`src/rtl/dm_port_arbiter.sv`:
```
// dm_port_arbiter: shares the data-memory port between the CPU M-stage (priority) and a burst DMA.
// DMA bursts are capped at MAX_BURST beats; STARVE_LIMIT denied cycles force a DMA grant.
module dm_port_arbiter #(
    parameter int MAX_BURST    = 8,
    parameter int STARVE_LIMIT = 4
) (
    input  logic        clk,
    input  logic        reset,
    input  logic        cpu_req,
    input  logic        cpu_we,
    input  logic [1:0]  cpu_op,
    input  logic [31:0] cpu_addr,
    input  logic [31:0] cpu_wdata,
    output logic        cpu_stall,
    output logic [31:0] cpu_rdata,
    input  logic        dma_req,
    input  logic        dma_we,
    input  logic [31:0] dma_addr,
    input  logic [31:0] dma_wdata,
    input  logic        dma_last,
    output logic        dma_gnt,
    output logic [31:0] dma_rdata,
    output logic        burst_active,
    output logic        mem_we,
    output logic [1:0]  mem_op,
    output logic [31:0] mem_addr,
    output logic [31:0] mem_wdata,
    input  logic [31:0] mem_rdata
);
    typedef enum logic {IDLE, DMA_BURST} state_t;

    localparam logic [7:0] LAST_BEAT = 8'(MAX_BURST - 1);
    localparam logic [7:0] LIMIT     = 8'(STARVE_LIMIT);

    state_t     state, state_n;
    logic [7:0] beat_cnt, beat_n, starve_cnt, starve_n;
    logic       force_dma, own_cpu, own_dma;

    assign force_dma = state == IDLE && starve_cnt == LIMIT && dma_req;
    assign own_cpu   = state == IDLE && cpu_req && !force_dma;
    assign own_dma   = dma_req && !own_cpu;

    // Writes are suppressed while reset is held so a half-finished beat never commits.
    assign mem_we       = !reset && (own_cpu ? cpu_we : own_dma && dma_we);
    assign mem_op       = own_cpu ? cpu_op : 2'b00;
    assign mem_addr     = own_cpu ? cpu_addr : own_dma ? dma_addr & ~32'h3 : 32'h0;
    assign mem_wdata    = own_cpu ? cpu_wdata : own_dma ? dma_wdata : 32'h0;
    assign cpu_stall    = cpu_req && !own_cpu;
    assign dma_gnt      = own_dma;
    assign cpu_rdata    = mem_rdata;
    assign dma_rdata    = mem_rdata;
    assign burst_active = state == DMA_BURST;

    always_comb begin
        state_n  = state;
        beat_n   = beat_cnt;
        starve_n = own_dma ? 8'd0 : !dma_req ? 8'd0 : starve_cnt == LIMIT ? LIMIT : starve_cnt + 8'd1;
        if (state == IDLE) begin
            if (own_dma && !dma_last && MAX_BURST > 1) begin
                state_n = DMA_BURST;
                beat_n  = 8'd1;
            end
        end else if (dma_req && !dma_last && beat_cnt != LAST_BEAT) begin
            beat_n = beat_cnt + 8'd1;
        end else begin
            state_n = IDLE;
            beat_n  = 8'd0;
        end
    end

    always_ff @(posedge clk or posedge reset) begin
        if (reset) begin
            state      <= IDLE;
            beat_cnt   <= 8'd0;
            starve_cnt <= 8'd0;
        end else begin
            state      <= state_n;
            beat_cnt   <= beat_n;
            starve_cnt <= starve_n;
        end
    end
endmodule

```
`config.mk`:
```
export PLATFORM = sky130hd
export DESIGN_NAME = dm_port_arbiter
export DESIGN_NICKNAME = d
export VERILOG_FILES = /design/src/rtl/dm_port_arbiter.sv
export SDC_FILE = /design/constraint.sdc
export NUM_CORES = 1
export LEC_CHECK = 0
export BUFFER_PORTS_ARGS = -buffer_cell sky130_fd_sc_hd__buf_2
export CORE_AREA = 2 2 116 118
export DETAILED_ROUTE_END_ITERATION = 7
export DIE_AREA = 0 0 118 120
export PLACE_DENSITY_LB_ADDON = 0.3
export REMOVE_ABC_BUFFERS = 1
export SLEW_MARGIN = 5
export SYNTH_ARGS = -nofsm -noshare
export SYNTH_HDL_FRONTEND = slang
export SYNTH_SLANG_ARGS = --single-unit
```
`constraint.sdc`:
```
create_clock -name clk -period 4.6 [get_ports clk]
set_clock_uncertainty 0.15 [all_clocks]
set_input_delay 0.46 -clock clk [delete_from_list [all_inputs] [get_ports clk]]
set_output_delay 0.46 -clock clk [all_outputs]
set_load 0.005 [all_outputs]
```
-- Yosys cells after proc, flatten, opt, wreduce, memory -nomap -nowiden
Index checks and enable logic that the tools add are counted.
- bitwise gates (word level): 1
- reductions and logical operators: 16
- muxes and demuxes: 15
- add/subtract/negate cells: 2
- eq/ne operators: 2
- operators with widths (kind ; number):
    $mux 32 ; 4
    $mux 8 ; 6
    $add 8x1->8 const B ; 2
    $logic_and 1x1->1 ; 11
    $eq 8x3->1 const B ; 1
    $ne 8x3->1 const B ; 1
    $logic_not 1->1 ; 4
    $mux 1 ; 4
    $mux 2 ; 1
    $reduce_bool 2->1 ; 1
    $not 1->1 ; 1
- bits of input ports: 169
- logic and storage cells: 39
- output and inout bits: 134
- register bits after elaboration: 17

-- Logic depth before layout (Yosys ltp)
Gate-level depths: netlist of run 1.
- depth after elaboration: 10
- depth in mapped cells: 8
- gate-level depth less buffers: 6

-- Worst setup path before layout of run 1
Ideal clock, no wire load.
- path type: flip-flop to output port
- from: register starve_cnt[0]
- to: output port mem_wdata[11]
- data required time: 3.990 ns
- stages on the path, launching flop included: 9
- buffers on the path: 2
- path slack: 2.368 ns
- data arrival time: 1.622 ns
- cell sequence: dfrtp_1 > inv_1 > ha_1 > and3b_1 > a31oi_1 > buf_2 > buf_2 > nand2_1 > nand2_1
- word-level cells in the longest chain between the ends: 9
- ends and longest elaborated chain (what ; line ; text):
    start: declaration ; 36 ; logic [7:0] beat_cnt, beat_n, starve_cnt, starve_n;
    start signal: assignment ; 79 ; starve_cnt <= starve_n;
    $eq 8x3->1 * ; 39 ; assign force_dma = state == IDLE && starve_cnt == LIMIT && dma_req;
    $logic_and 1x1->1 * (2 in series) ; 39 ;
    $logic_not 1->1 * ; 40 ; assign own_cpu = state == IDLE && cpu_req && !force_dma;
    $logic_and 1x1->1 * ; 40 ;
    $logic_not 1->1 ; 41 ; assign own_dma = dma_req && !own_cpu;
    $logic_and 1x1->1 ; 41 ;
    $mux 32 ; 47 ; assign mem_wdata = own_cpu ? cpu_wdata : own_dma ? dma_wdata : 32'h0;
    $mux 32 * ; 47 ;
    end: declaration ; 27 ; output logic [31:0] mem_wdata,
Mark *: on every way between the ends. The rest lies on a longest branch, timed or not.

-- Final worst setup path of run 1
- from: register starve_cnt[5]
- to: output port mem_wdata[30]
The elaborated chain is that of the path after synthesis.

==> impl_metrics.ini, run 1 <==
[power]
power_leakage_uw = 0.001916
ir_worst_vdd_mv = 0.1442
finalPower_uw = 596.5
pwr_density_cell_nw_per_um2 = 190.6

[setup_path]
critical_path.top_delay_family = compound AO/OA/AOI/OAI gates
required_ns = 3.99
arrival_ns = 2.88
startpoint_type = flip-flop
r2r_cells = 6
path_max_fanout = 44
r2r_slack_ns = 2.49
slowest_delay_ns = 0.82
cp-end-kind = output port
path_cells = nor4_2 -> a31o_2 -> buf_4 -> nand3_1 -> nand2_1 -> buf_2
worstReg2RegStart = starve_cnt[0]$_DFF_PP0_
critical-path-slowest-cell = a31o_2
crit_type = reg2out
r2r_end = beat_cnt[1]$_DFFE_PP0P_
worst-path-buf-inv = 2

[timing]
post-route-period-util_pct = 75.96
slew_headroom_pct = 40.28
drv_slew = 0
clock.fmax_ghz = 0.2862
setup_viol_count_final = 0
min_period_ns = 3.494
hold_violations = 0
tightestPinTransition_ns = 0.8958
rsz0062_at_grt = no
worst_slack_ns = 1.106
setup_tns_ns = 0

[clock_network]
cts_sinks = 17
h-tree-depth = 1
postCtsHoldBufs = 0
clkTransAtPathRegs_ns = 0.05
cts_buffers = 3
clock_latency_ns = 0.25
cts_tree = built
cts-root-buf = clkbuf_16
clock_path_buffers = 2
cts-resized-gates = 0
post_cts_buffers = 0

[floorplanning]
die_h_um = 120
start_util_pct = 17.95
io_pins = 303
die_area_um2 = 14160
fp.dieW_um = 118
core-area_um2 = 12980
num_rows = 42

[layout]
layout_common_cells = buf_2 (204), nand2_1 (129), nand3_1 (71)
syn2layout_area_growth_pct = 34.32
drive_gt1_share_pct = 44.00
fin_nets = 673
final_common_cell = buf_2
instances_no_fill = 676
antenna_cells = 0

[logic_synthesis]
syn_inst = 374
synth_cell_types = 36
ys_ff_latch = 17
ys.warnings.count = 0
synth_area_leaders = nand2_1 (21%), buf_4 (21%), dfrtp_1 (18%), nand3_1 (15%), buf_2 (1.9%)
synth-edff-count = 0
async_flop_share_pct = 100.0
synth_top_cell_by_area = nand2_1
yosysTopAreaCellShare_pct = 20.78
ys_seq_area_share_pct = 18.26
ys.flop_type = dfrtp_1
synthesis.area_um2 = 2330
avgSynthCellArea_um2 = 6.229

[grt]
grt_antenna_before_repair = 0
grt_max_degree = 59
grt_pass1_wl_um = 18870
globalRouteOverflowTotal = 0
track_usage_pct = 18.25
grt_pass1_vias = 2863

[placement]
preCtsSetupSlack_ns = 1.364
place_inst = 672
portBuffers = 204
dp_hpwl_um = 11720
gp_congestion = 0.9023

[detailed_routing]
wl_per_cell_um = 20.27
postRouteAntennaNets = 0
first_pass_iters = 5
wl_um = 13700
vias_per_cell = 4.444
via_count = 3004
drtIter0Drc = 155
route.detailed.drc = 0

[hold_path]
hold_class = in2async

[run_status]
status = finished, final reports clean

[run]
drv_cap = 0
-- worst max-delay path by stage --
stage / startpoint / to / slack, ns / depth (start not counted)
after global placement: starve_cnt[5]$_DFF_PP0_ / mem_wdata[3] / 1.40 / 6
after detailed placement: starve_cnt[5]$_DFF_PP0_ / mem_wdata[30] / 1.36 / 6
after CTS: starve_cnt[5]$_DFF_PP0_ / mem_wdata[30] / 1.08 / 6
after floorplan: starve_cnt[0]$_DFF_PP0_ / mem_we / 0.35 / 6
after global routing: starve_cnt[5]$_DFF_PP0_ / mem_wdata[7] / 0.91 / 6
final: starve_cnt[5]$_DFF_PP0_ / mem_wdata[30] / 1.11 / 6
-- area by class of cell --
type / instances / area [um2]
fill: 1512 / 9851
clock buffer: 4 / 78.83
inverter: 7 / 26.28
multi-input combinational: 265 / 1323
timing repair buffer: 207 / 1056
sequential: 17 / 425.4
tap: 176 / 220.2
-- power by group --
group / switching (uW) / leakage [uW] / internal (uW) / total, uW
sequential: 5.73 / 0.000234 / 154 / 160
combinational: 144 / 0.00164 / 114 / 259
clock: 59.9 / 0.0000382 / 118 / 178
-- cells in the mapped netlist, types with 2 or more instances --
cell      count
inv_1         7
a211o_1       3
ha_1          3
a21oi_1       5
buf_4        64
xor2_1        5
clkbuf_1     12
nand2_1     129
and3_1        4
nor3_1        2
nand2b_1      4
a21o_1        2
nand3_1      71
buf_2         9
dfrtp_1      17
nor2_1        8
and2_1        6
or3_1         4
o21ai_0       2
-- metal layers --
layer / up-vias / track usage, % / share of wire, %
li1: 1410 / - / -
met3: 14 / 18.25 / 22
met5: - / 4.412 / 0.29
met2: 244 / 26.16 / 41
met4: 2 / 4.142 / 1.8
met1: 1334 / 18.47 / 35
-- state kept, by name, indices dropped and copies added (netlist names) --
name	flops
starve_cnt	8
burst_active	1
beat_cnt	8
-- metrics by stage --
step | cell area [um2] | hold WS, ns | util (%)
finish | 3129 | 0.1661 | 24.11
global route | 3129 | 0.2289 | 24.11
CTS | 3129 | 0.1993 | 24.11
detailed placement | 3050 | 0.3720 | 23.50
global placement | 3050 | 0.3691 | 23.50
floorplan | 1759 | 0.2361 | -
-- logic make-up (layout without fill, tap and decap cells) --
family	count (synthesis)	count (layout)	synth area share [%]
xor gates and xnor gates	6	6	2.256
buffers and inverters	92	218	25.62
DFF	17	17	18.26
AOI/OAI and AO/OA	20	20	6.606
adders and majority gates	3	3	1.611
and+or+nand+nor	236	236	45.65
(Power assumes the default switching activity.)
==> inputs of run 2 (changes only) <==
==> constraint.sdc (replaced) <==
create_clock -name clk -period 3.22 [get_ports clk]
set_clock_uncertainty 0.15 [all_clocks]
set_input_delay 0.322 -clock clk [delete_from_list [all_inputs] [get_ports clk]]
set_output_delay 0.322 -clock clk [all_outputs]
set_load 0.005 [all_outputs]
==> impl_metrics.ini, run 2 (synthesis results as in run 1) <==
[setup_path]
crit_start = starve_cnt[5]$_DFF_PP0_
crit_type = reg2out
slowest_delay_ns = 0.51
arrival_ns = 2.21
r2r_cells = 6
critical-path-slowest-cell = nor4_2
path_max_fanout = 64
required_ns = 2.75
worstReg2RegStart = starve_cnt[0]$_DFF_PP0_
path_cells = nor4_2 -> a31o_2 -> buf_12 -> nand3_1 -> nand2_1 -> buf_2
startpoint_type = flip-flop
cp-end-kind = output port

[layout]
antenna_cells = 0
finalInstanceArea_um2 = 3137
layout_common_cells = buf_2 (204), nand2_1 (129), nand3_1 (71)
fin_nets = 674
final_common_cell = buf_2
drive_gt1_share_pct = 44.11
syn2layout_area_growth_pct = 34.64
num-fill-cells = 1496

[floorplanning]
io_pins = 303
core-area_um2 = 12980
fp.dieW_um = 118
die_h_um = 120
num_rows = 42
die_area_um2 = 14160
start_util_pct = 17.95

[grt]
grt_antenna_before_repair = 0
grt_pass1_wl_um = 18660
grt_pass1_vias = 2658
track_usage_pct = 18.12
globalRouteOverflowTotal = 0
grt_max_degree = 66

[run_status]
status = finished, final reports clean

[timing]
min_period_ns = 2.681
setup_viol_count_final = 0
tightestPinTransition_ns = 0.6850
drv_slew = 0
clock.fmax_ghz = 0.3730
slew_headroom_pct = 54.28
post-route-period-util_pct = 83.26
setup_tns_ns = 0
hold_violations = 0
worst_slack_ns = 0.5392
rsz0062_at_grt = no

[clock_network]
cts_tree = built
cts_buffers = 3
clkTransAtPathRegs_ns = 0.06
cts_sinks = 17
cts-root-buf = clkbuf_16
post_cts_buffers = 0
h-tree-depth = 1
cts-resized-gates = 0
postCtsHoldBufs = 0
clock_path_buffers = 2
clock_latency_ns = 0.25

[detailed_routing]
wl_um = 13550
route.detailed.drc = 0
first_pass_iters = 5
via_count = 2953
drtIter0Drc = 194
postRouteAntennaNets = 0
wl_per_cell_um = 20.01
vias_per_cell = 4.362

[hold_path]
hold_class = in2async

[placement]
preCtsSetupSlack_ns = 0.7930
dp_hpwl_um = 11610
gp_congestion = 0.8878
portBuffers = 204
dpl_cell_area_um2 = 3058

[power]
ir_worst_vdd_mv = 0.2397
pwr_density_cell_nw_per_um2 = 270.4
power_leakage_uw = 0.001921

[run]
drv_cap = 0
-- run 2: cell types whose count changed in the layout (fill, tap and decap cells not counted), sizes merged --
cell / change
buf: +1
-- run 2: area by class of cell --
type	instances	area [um2]	share of cell area (%)
inverter	7	26.28	0.8377
multi-input combinational	265	1323	42.16
tap	176	220.2	7.020
timing repair buffer	208	1064	33.91
clock buffer	4	78.83	2.513
sequential	17	425.4	13.56
-- run 2: through the flow --
| stage | cells | hold WS [ns] | util, % | power (uW) |
|---|---|---|---|---|
| after floorplan | 289 | 0.09807 | - | 370.5 |
| after global placement | 673 | 0.3421 | 23.56 | 602.5 |
| after detailed placement | 673 | 0.3411 | 23.56 | 605.1 |
| after CTS | 677 | 0.08144 | 24.17 | 859.1 |
| after global routing | 677 | 0.1161 | 24.17 | 911.8 |
| final | 677 | 0.03837 | 24.17 | 848.3 |
-- run 2: final timing paths --
check	to	slack [ns]
worst max-delay path	mem_wdata[4]	0.54
worst min-delay path	beat_cnt[1]$_DFFE_PP0P_	0.04
worst max register to register	beat_cnt[1]$_DFFE_PP0P_	1.09
worst min register to register	beat_cnt[0]$_DFFE_PP0P_	0.38
max in group asynchronous	starve_cnt[2]$_DFF_PP0_	2.44
min in group clk	burst_active$_DFF_PP0_	0.29
-- run 2: worst max-delay path: cells and delay by family, from the launching register on --
family | cells | cell delay (ns)
AND/OR/NAND/NOR | 3 | 0.79
flip-flops | 1 | 0.42
buffers and inverters | 2 | 0.41
AO/OA/AOI/OAI | 1 | 0.28
-- run 2: layer usage --
metal  wire length [um]  global-route usage [%]  up-vias
met5                 54                   5.147        -
met4                222                   1.431        2
met3               2678                   16.21       10
met2               5519                   26.24      228
met1               5071                   20.25     1303
li1                   -                       -     1410
-- run 2: where the power goes --
group,switching [uW],internal [uW]
Clock,84.0,168
Combinational,204,164
Sequential,7.83,221
